<file path="src/rtl/face_filter_sched.sv">
// face_filter_sched
// Chooses which face overlay and filter the display pipeline uses, and
// sequences config changes so they only take effect on frame boundaries.
//
// The candidate config comes from the manual switches when sw_override is
// set. Otherwise, with the microphone enabled, it comes from a band of the
// averaged pitch. Otherwise it is zero. A change is applied only on an
// end-of-frame beat while vga_ready is high. After a pitch-driven change,
// HOLD_FRAMES frames must complete before another change is allowed. Manual
// changes skip that hold.
//
// Ports
//   clk          single clock
//   reset_n      synchronous, active-low reset
//   pitch        unsigned pitch estimate, sampled when pitch_valid & mic_en
//   pitch_valid  pitch is valid this cycle
//   mic_en       microphone-driven selection enabled
//   sw_override  manual selection active
//   sw_face      manual face
//   sw_filter    manual filter
//   pix_valid    pixel-stream beat present (qualifies start_p/end_p)
//   start_p      start-of-frame marker (not used for sequencing)
//   end_p        end-of-frame marker
//   vga_ready    display pipeline can accept a config change
//   face_select  applied face
//   filter_mode  applied filter
//   cfg_update   one-cycle pulse while a config is being applied
//   face_reset   one-cycle pulse when the applied face changes
//   busy         scheduler is not idle
module face_filter_sched #(
    parameter int          HOLD_FRAMES = 8,
    parameter int          AVG_SHIFT   = 3,
    parameter logic [15:0] PITCH_T1    = 16'd200,
    parameter logic [15:0] PITCH_T2    = 16'd400,
    parameter logic [15:0] PITCH_T3    = 16'd800
) (
    input  logic       clk,
    input  logic       reset_n,
    input  logic [15:0] pitch,
    input  logic       pitch_valid,
    input  logic       mic_en,
    input  logic       sw_override,
    input  logic [1:0] sw_face,
    input  logic [2:0] sw_filter,
    input  logic       pix_valid,
    input  logic       start_p,
    input  logic       end_p,
    input  logic       vga_ready,
    output logic [1:0] face_select,
    output logic [2:0] filter_mode,
    output logic       cfg_update,
    output logic       face_reset,
    output logic       busy
);

    localparam int         ACC_W      = 16 + AVG_SHIFT;
    localparam logic [7:0] HOLD_LIMIT = 8'(HOLD_FRAMES);

    typedef enum logic [1:0] {
        IDLE,
        PENDING,
        APPLY,
        HOLD
    } state_t;

    state_t             state;
    state_t             state_next;
    logic [ACC_W-1:0]   acc;
    logic [15:0]        avg;
    logic [1:0]         band;
    logic [7:0]         hold_cnt;
    logic [1:0]         cand_face;
    logic [2:0]         cand_filter;
    logic               cand_differs;
    logic               end_beat;
    logic               start_unused;

    // start_p carries no sequencing meaning. A beat with both markers set
    // is simply an end-of-frame.
    assign end_beat     = pix_valid & end_p;
    assign start_unused = start_p;

    // The accumulator cannot overflow. acc - (acc >> AVG_SHIFT) is at most
    // 2^ACC_W - 1 - 0xFFFF, so adding a 16-bit pitch still fits.
    always_ff @(posedge clk) begin
        if (!reset_n) begin
            acc <= '0;
        end else if (pitch_valid && mic_en) begin
            acc <= acc - (acc >> AVG_SHIFT) + {{AVG_SHIFT{1'b0}}, pitch};
        end
    end

    assign avg = acc[ACC_W-1 -: 16];

    always_comb begin
        if (avg < PITCH_T1)      band = 2'd0;
        else if (avg < PITCH_T2) band = 2'd1;
        else if (avg < PITCH_T3) band = 2'd2;
        else                     band = 2'd3;
    end

    // Candidate priority: manual switches, then pitch band, then zero.
    always_comb begin
        cand_face   = 2'd0;
        cand_filter = 3'd0;
        if (sw_override) begin
            cand_face   = sw_face;
            cand_filter = sw_filter;
        end else if (mic_en) begin
            cand_face   = band;
            cand_filter = {1'b0, band};
        end
    end

    assign cand_differs = {cand_face, cand_filter} != {face_select, filter_mode};

    always_ff @(posedge clk) begin
        if (!reset_n) begin
            state <= IDLE;
        end else begin
            state <= state_next;
        end
    end

    // In PENDING, a reverted candidate wins over a simultaneous frame end.
    // In HOLD, only a manual change may cut the hold short.
    always_comb begin
        state_next = state;
        cfg_update = 1'b0;
        face_reset = 1'b0;
        case (state)
            IDLE: begin
                if (cand_differs) state_next = PENDING;
            end
            PENDING: begin
                if (!cand_differs)                state_next = IDLE;
                else if (end_beat && vga_ready)   state_next = APPLY;
            end
            APPLY: begin
                cfg_update = 1'b1;
                face_reset = (cand_face != face_select);
                state_next = HOLD;
            end
            HOLD: begin
                if (sw_override && cand_differs)  state_next = PENDING;
                else if (hold_cnt >= HOLD_LIMIT)  state_next = IDLE;
            end
            default: state_next = IDLE;
        endcase
    end

    // The applied config is only written at the end of APPLY. This keeps
    // it constant for the whole of every frame.
    always_ff @(posedge clk) begin
        if (!reset_n) begin
            face_select <= 2'd0;
            filter_mode <= 3'd0;
        end else if (state == APPLY) begin
            face_select <= cand_face;
            filter_mode <= cand_filter;
        end
    end

    // Counts completed frames during HOLD and saturates at 255.
    always_ff @(posedge clk) begin
        if (!reset_n) begin
            hold_cnt <= 8'd0;
        end else if (state == APPLY) begin
            hold_cnt <= 8'd0;
        end else if (state == HOLD && end_beat && hold_cnt != 8'hFF) begin
            hold_cnt <= hold_cnt + 8'd1;
        end
    end

    assign busy = (state != IDLE) | (start_unused & 1'b0);

endmodule

</file>
<file path="config.mk">
export PLATFORM = sky130hd
export DESIGN_NAME = face_filter_sched
export DESIGN_NICKNAME = d
export VERILOG_FILES = /design/src/rtl/face_filter_sched.sv
export SDC_FILE = /design/constraint.sdc
export NUM_CORES = 1
export LEC_CHECK = 0
export ABC_AREA = 1
export BUFFER_PORTS_ARGS = -buffer_cell sky130_fd_sc_hd__clkbuf_2
export CAP_MARGIN = 20
export CELL_PAD_IN_SITES_DETAIL_PLACEMENT = 0
export CELL_PAD_IN_SITES_GLOBAL_PLACEMENT = 2
export CORE_MARGIN = 4
export CORE_UTILIZATION = 30
export DETAILED_ROUTE_END_ITERATION = 8
export PLACE_DENSITY = 0.87
export SYNTH_ARGS = -nofsm -noshare
export SYNTH_HDL_FRONTEND = slang
export SYNTH_SLANG_ARGS = --single-unit
export TNS_END_PERCENT = 10
</file>
<file path="constraint.sdc">
create_clock -name clk -period 2.38 [get_ports clk]
set_clock_uncertainty 0.05 [all_clocks]
set_input_delay 0 -clock clk [delete_from_list [all_inputs] [get_ports clk]]
set_output_delay 0 -clock clk [all_outputs]
set_load 0.005 [all_outputs]
</file>
== After elaboration in Yosys (flattened, before gate mapping) ==
Index checks and enable logic that the tools add are counted.
Widths: inputs -> output; s select.

* Output and inout port bits: 8
* Logic and storage cells: 47
* Register bits after elaboration: 34
* Input port bits: 30

* Mux-type cells: 15
* Order comparisons: 4
* Bitwise logic cells: 2
* $add $sub $neg: 3
* Reduce and logical (&&, ||, !) cells: 9
* Equality and inequality tests: 9

{| class="wikitable"
|+ Operators by type and width
! cell !! count
|-
| $mux 2 || 10
|-
| $add 19x16->19 || 1
|-
| $sub 19x16->19 || 1
|-
| $lt 16x10->1 const B || 1
|-
| $lt 16x8->1 const B || 1
|-
| $lt 16x9->1 const B || 1
|-
| $add 8x1->8 const B || 1
|-
| $ge 8x4->1 const B || 1
|-
| $ne 8x8->1 const B || 1
|-
| $pmux 2 s4 || 1
|-
| $ne 3x3->1 const B || 2
|-
| $logic_and 1x1->1 || 5
|-
| $ne 5x5->1 || 1
|-
| $eq 2x2->1 const B || 2
|-
| $mux 1 || 3
|-
| $mux 3 || 1
|-
| $reduce_and 3->1 || 1
|-
| $eq 2x1->1 const B || 1
|-
| $logic_not 2->1 || 1
|-
| $ne 2x2->1 || 1
|-
| $ne 2x2->1 const B || 1
|-
| $reduce_bool 2->1 || 1
|-
| $reduce_or 2->1 || 1
|-
| $and 1x1->1 || 1
|-
| $not 1->1 || 1
|}

== Logic depth before layout (Yosys ltp) ==
* Word-level depth: 10
* Mapped depth: 17
* Gate-level depth less buffers: 17

== Worst setup path before layout ==
No wires, ideal clock.

* Path kind: register to register
* From: register acc[3]
* To: register acc[16]
* Path buffers: 0
* Clock period less this slack: 2.490 ns
* Arrival: 2.327 ns
* Stages on the path, launching flop included: 16
* Data required time: 2.217 ns
* Slack: -0.110 ns
* Library setup time: 0.113 ns
* Path through: dfxtp_1 > inv_1 > fa_1 > inv_1 > ha_1 > a21oi_1 > o21ai_1 > a21oi_2 > inv_2 > nand2_1 > nand2_1 > a21oi_2 > o21ai_1 > xor2_1 > o21ai_1 > inv_1

* Longest elaborated chain between the ends: 2

{| class="wikitable"
|+ Ends and longest elaborated chain
! element !! line !! text
|-
| from (decl) || 68 || <nowiki>logic [ACC_W-1:0] acc;</nowiki>
|-
| from (signal assigned) || 89 || <nowiki>acc <= acc - (acc >> AVG_SHIFT) + {{AVG_SHIFT{1'b0}}, pitch};</nowiki>
|-
| $sub 19x16->19 || 89 ||
|-
| $add 19x16->19 || 89 ||
|}

Every way passes these cells.
A chain may end at the register's enable or synchronous reset.

== Worst setup path in the final report ==
Ends and elaborated chain as after synthesis.

==> qor.yml <==
run_status:
  status: "complete, but fails checks"
  violations: "negative setup slack"
route:
  detail-route-antenna-nets: 0
  wl_per_cell_um: 11.8
  first_pass_iters: 4
  wl_um: 7850
  drcViolationCount: 0
  vias_per_cell: 4.43
  drtIter0Drc: 109
  vias: 2943
place:
  place_congestion: 0.777
  dp_hpwl_um: 6360
  placedCellCount: 652
  port_buffers: 36
worst_setup_path:
  crit_top_cell: "inv_1"
  path_buf_inv: 4
  start_kind: "flop"
  worst-setup-path-type: "reg -> reg"
  cp_top_family: "compound AO/OA/AOI/OAI gates"
  end_kind: "flop"
  cp_slowest_stage_delay_ns: 0.50
  reg2regPathDepth: 15
  cpMaxStageDelayCell: "fa_1"
  crit_chain: "inv_1 -> fa_1 -> inv_1 -> ha_4 -> a21oi_4 -> o21ai_2 -> a21oi_2 -> inv_2 -> nand2_2 -> nand2_4 -> a21oi_4 -> o21ai_2 -> xor2_1 -> o21ai_1 -> inv_1"
  arrival_ns: 2.61
  crit_required_ns: 2.52
  crit_cells: 15
  critPathMaxFanout: 4
sta:
  period_needed_ns: 2.48
  slew_viol_final: 0
  max-slew-margin-rel_pct: 71.7
  hold_viol_final: 0
  rsz0062_at_grt: "yes"
  worst_pin_slew_ns: 0.424
  fin_crit_sh_pct: 104
  finalSetupTns_ns: -0.394
  fmax_ghz: 0.404
  finalSetupViolCount: 7
  fin_ws_ns: -0.0963
logic_synthesis:
  syn_nets: 503
  yosys_warnings: 0
  ys_types: 28
  synth_area_leaders: "dfxtp_1 (23%), inv_1 (13%), fa_1 (11%)"
  avgSynthCellArea_um2: 6.95
  ys_ff_latch: 34
  synth_edf_count: 0
  yosysSeqAreaShare_pct: 22.5
  synth-simple-area-share_pct: 21.0
  synthAdderAreaFrac_pct: 19.7
  synth_area_leader_cell: "dfxtp_1"
  synth.cell_area_mm2: 0.00302
  synth_common_cells: "inv_1 (106), nand2_1 (57), a21oi_1 (44), dfxtp_1 (34), o21ai_0 (26)"
  synth_top_cell_area_share_pct: 22.5
  synthMuxAreaShare_pct: 0
  synth.most_common_cell: "inv_1"
  synth_top_family_by_area: "simple AND/OR/NAND/NOR gates"
  synth_compound_area_share_pct: 16.8
  synth_xor_area_share_pct: 5.50
  ys_async_sr_fraction_pct: 0
  ys.flop_type: "dfxtp_1"
  syn_inst: 435
pwr:
  power_per_cell_area_mw_per_mm2: 869
  netSwitchingPower_uw: 1490
  p_seq_share_pct: 18.6
  p_leak_uw: 0.00210
  switching_share_pct: 40.5
  power.total_uw: 3680
  power_frac_clock_pct: 18.5
  ir_drop_uv: 387
  p_comb_share_pct: 62.9
  intPower_uw: 2190
clock_tree:
  cts.clk_slew.worst_paths_ns: 0.09
  ctsRootBufferMaster: "clkbuf_8"
  clock_path_buffers: 2
  cts_tree: "built"
  cts_buffers: 5
  clock_latency_ns: 0.30
  htree_levels: 2
  cts.sinks: 34
grt:
  grt_pass1_wl_um: 13200
  grt_pass1_vias: 2891
  grtUsageTotal_pct: 14.1
  antenna_found_initial: 0
  grt_start_max_net_pins: 18
  overflow: 0
floorplan:
  io_pins: 38
  row_count: 36
  initial_utilization_pct: 30.9
  die_h_um: 108
  coreArea_mm2: 0.00977
  fp.dieW_um: 108
  die_area_mm2: 0.0118
final_layout:
  antenna_cells: 0
  final_nets: 599
  fin_cells: 665
  nFillCells: 1043
  area_growth_pct: 40.0
  drive_above_1_share_pct: 35.5
worst_hold_path:
  hold-path-cell-count: 5
  min_path_type: "in -> reg"
run:
  cap_violations: 0
flip-flops by register name (all words and copies together), names as in the netlist, named ones only:
register	flops
acc	19
state	1
filter_mode	3
face_select	2
hold_cnt	8
layer usage:
layer | vias to the layer above | routed length, um | global-route usage [%]
met5 | - | 0 | 0
met4 | 0 | 129 | 4.60
met3 | 12 | 199 | 2.39
met2 | 31 | 3650 | 22.9
met1 | 1347 | 3880 | 19.0
li1 | 1553 | - | -
stage by stage:
step	hold slack [ns]	setup WS (ns)	area [um^2]	utilization, %
floorplan	0.0884	-0.00452	3100	-
global placement	0.234	-0.210	3820	39.1
detailed placement	0.255	-0.229	3820	39.1
CTS	0.00520	-0.140	4050	41.5
global route	0.0576	-0.247	4240	43.3
finish	0.00806	-0.0963	4240	43.3
layout by cell type (no fill, tap or decap), types with 2 or more instances in the layout:
cell type	Yosys	routed
fa_1	16	15
inv_2	7	12
inv_1	106	101
a21oi_4	0	6
ha_1	22	10
buf_4	0	55
clkbuf_8	0	5
xor2_1	15	15
a21oi_2	6	9
and2_1	2	2
nand2_2	13	17
dlygate4sd3_1	0	2
clkbuf_2	0	36
dfxtp_4	0	2
nand3_1	15	15
nor3_2	0	2
nor2_1	22	18
o21ai_2	0	4
ha_4	0	12
xnor2_1	4	4
nand4_1	5	5
nand3_2	5	5
dfxtp_2	0	8
o211ai_1	2	2
nand2_1	57	51
o21ai_1	11	20
o31ai_1	2	2
o21ai_0	26	13
dfxtp_1	34	24
nor2_2	4	8
nor3_1	5	3
nand2_4	0	2
bufinv_16	0	2
o22ai_1	3	3
or2_1	2	2
a21oi_1	44	35
cell type report:
cell class	instances	area, um^2	share of cell area [%]
clock inverter	3	68.8	1.62
timing repair buffer	93	613	14.5
multi-input combinational	284	2200	51.8
clock buffer	5	68.8	1.62
tap	133	166	3.93
sequential	34	698	16.5
inverter	113	424	10.0
kinds of logic (layout without fill, tap and decap cells):
family | count (synthesis) | count (layout)
XOR/XNOR | 19 | 19
buffers and inverters | 117 | 214
flip-flops | 34 | 34
AO/OA/AOI/OAI | 94 | 94
AND/OR/NAND/NOR | 133 | 133
adder cells (fa/ha/maj) | 38 | 38
power groups by stage:
stage,combinational [uW],clock (uW),sequential (uW)
after floorplan,1230,0,687
after global placement,1930,0,692
after detailed placement,1940,0,694
after CTS,2080,703,684
after global routing,2600,721,695
final,2310,681,685
worst paths after layout:
kind	end	slack (ns)	start
hold reg to reg	acc[0]$_SDFFE_PN0P_	0.42	acc[0]$_SDFFE_PN0P_
setup reg to reg	acc[16]$_SDFFE_PN0P_	-0.1	acc[3]$_SDFFE_PN0P_
hold / removal	face_select[1]$_SDFFE_PN0P_	0.008	sw_face[1]
setup / recovery	acc[16]$_SDFFE_PN0P_	-0.1	acc[3]$_SDFFE_PN0P_
repair_timing:
item | 4_1_cts | 5_1_grt
endpoints found under the hold margin | 1 | 0
setup buffers | 2 | 1
resized for setup | 25 | 37
hold buffers | 2 | 0
gates cloned | 0 | 0
endpoints found under the setup margin | 12 | 13
pin swaps | 9 | 11
worst reg2reg max path, cell delays in order (launching register included):
cell	delay (ns)
dfxtp_2	0.33
inv_1	0.06
fa_1	0.50
inv_1	0.06
ha_4	0.24
a21oi_4	0.14
o21ai_2	0.08
a21oi_2	0.14
inv_2	0.05
nand2_2	0.07
nand2_4	0.07
a21oi_4	0.17
o21ai_2	0.07
xor2_1	0.15
o21ai_1	0.15
inv_1	0.05
Power figures use the tool's default switching activity.
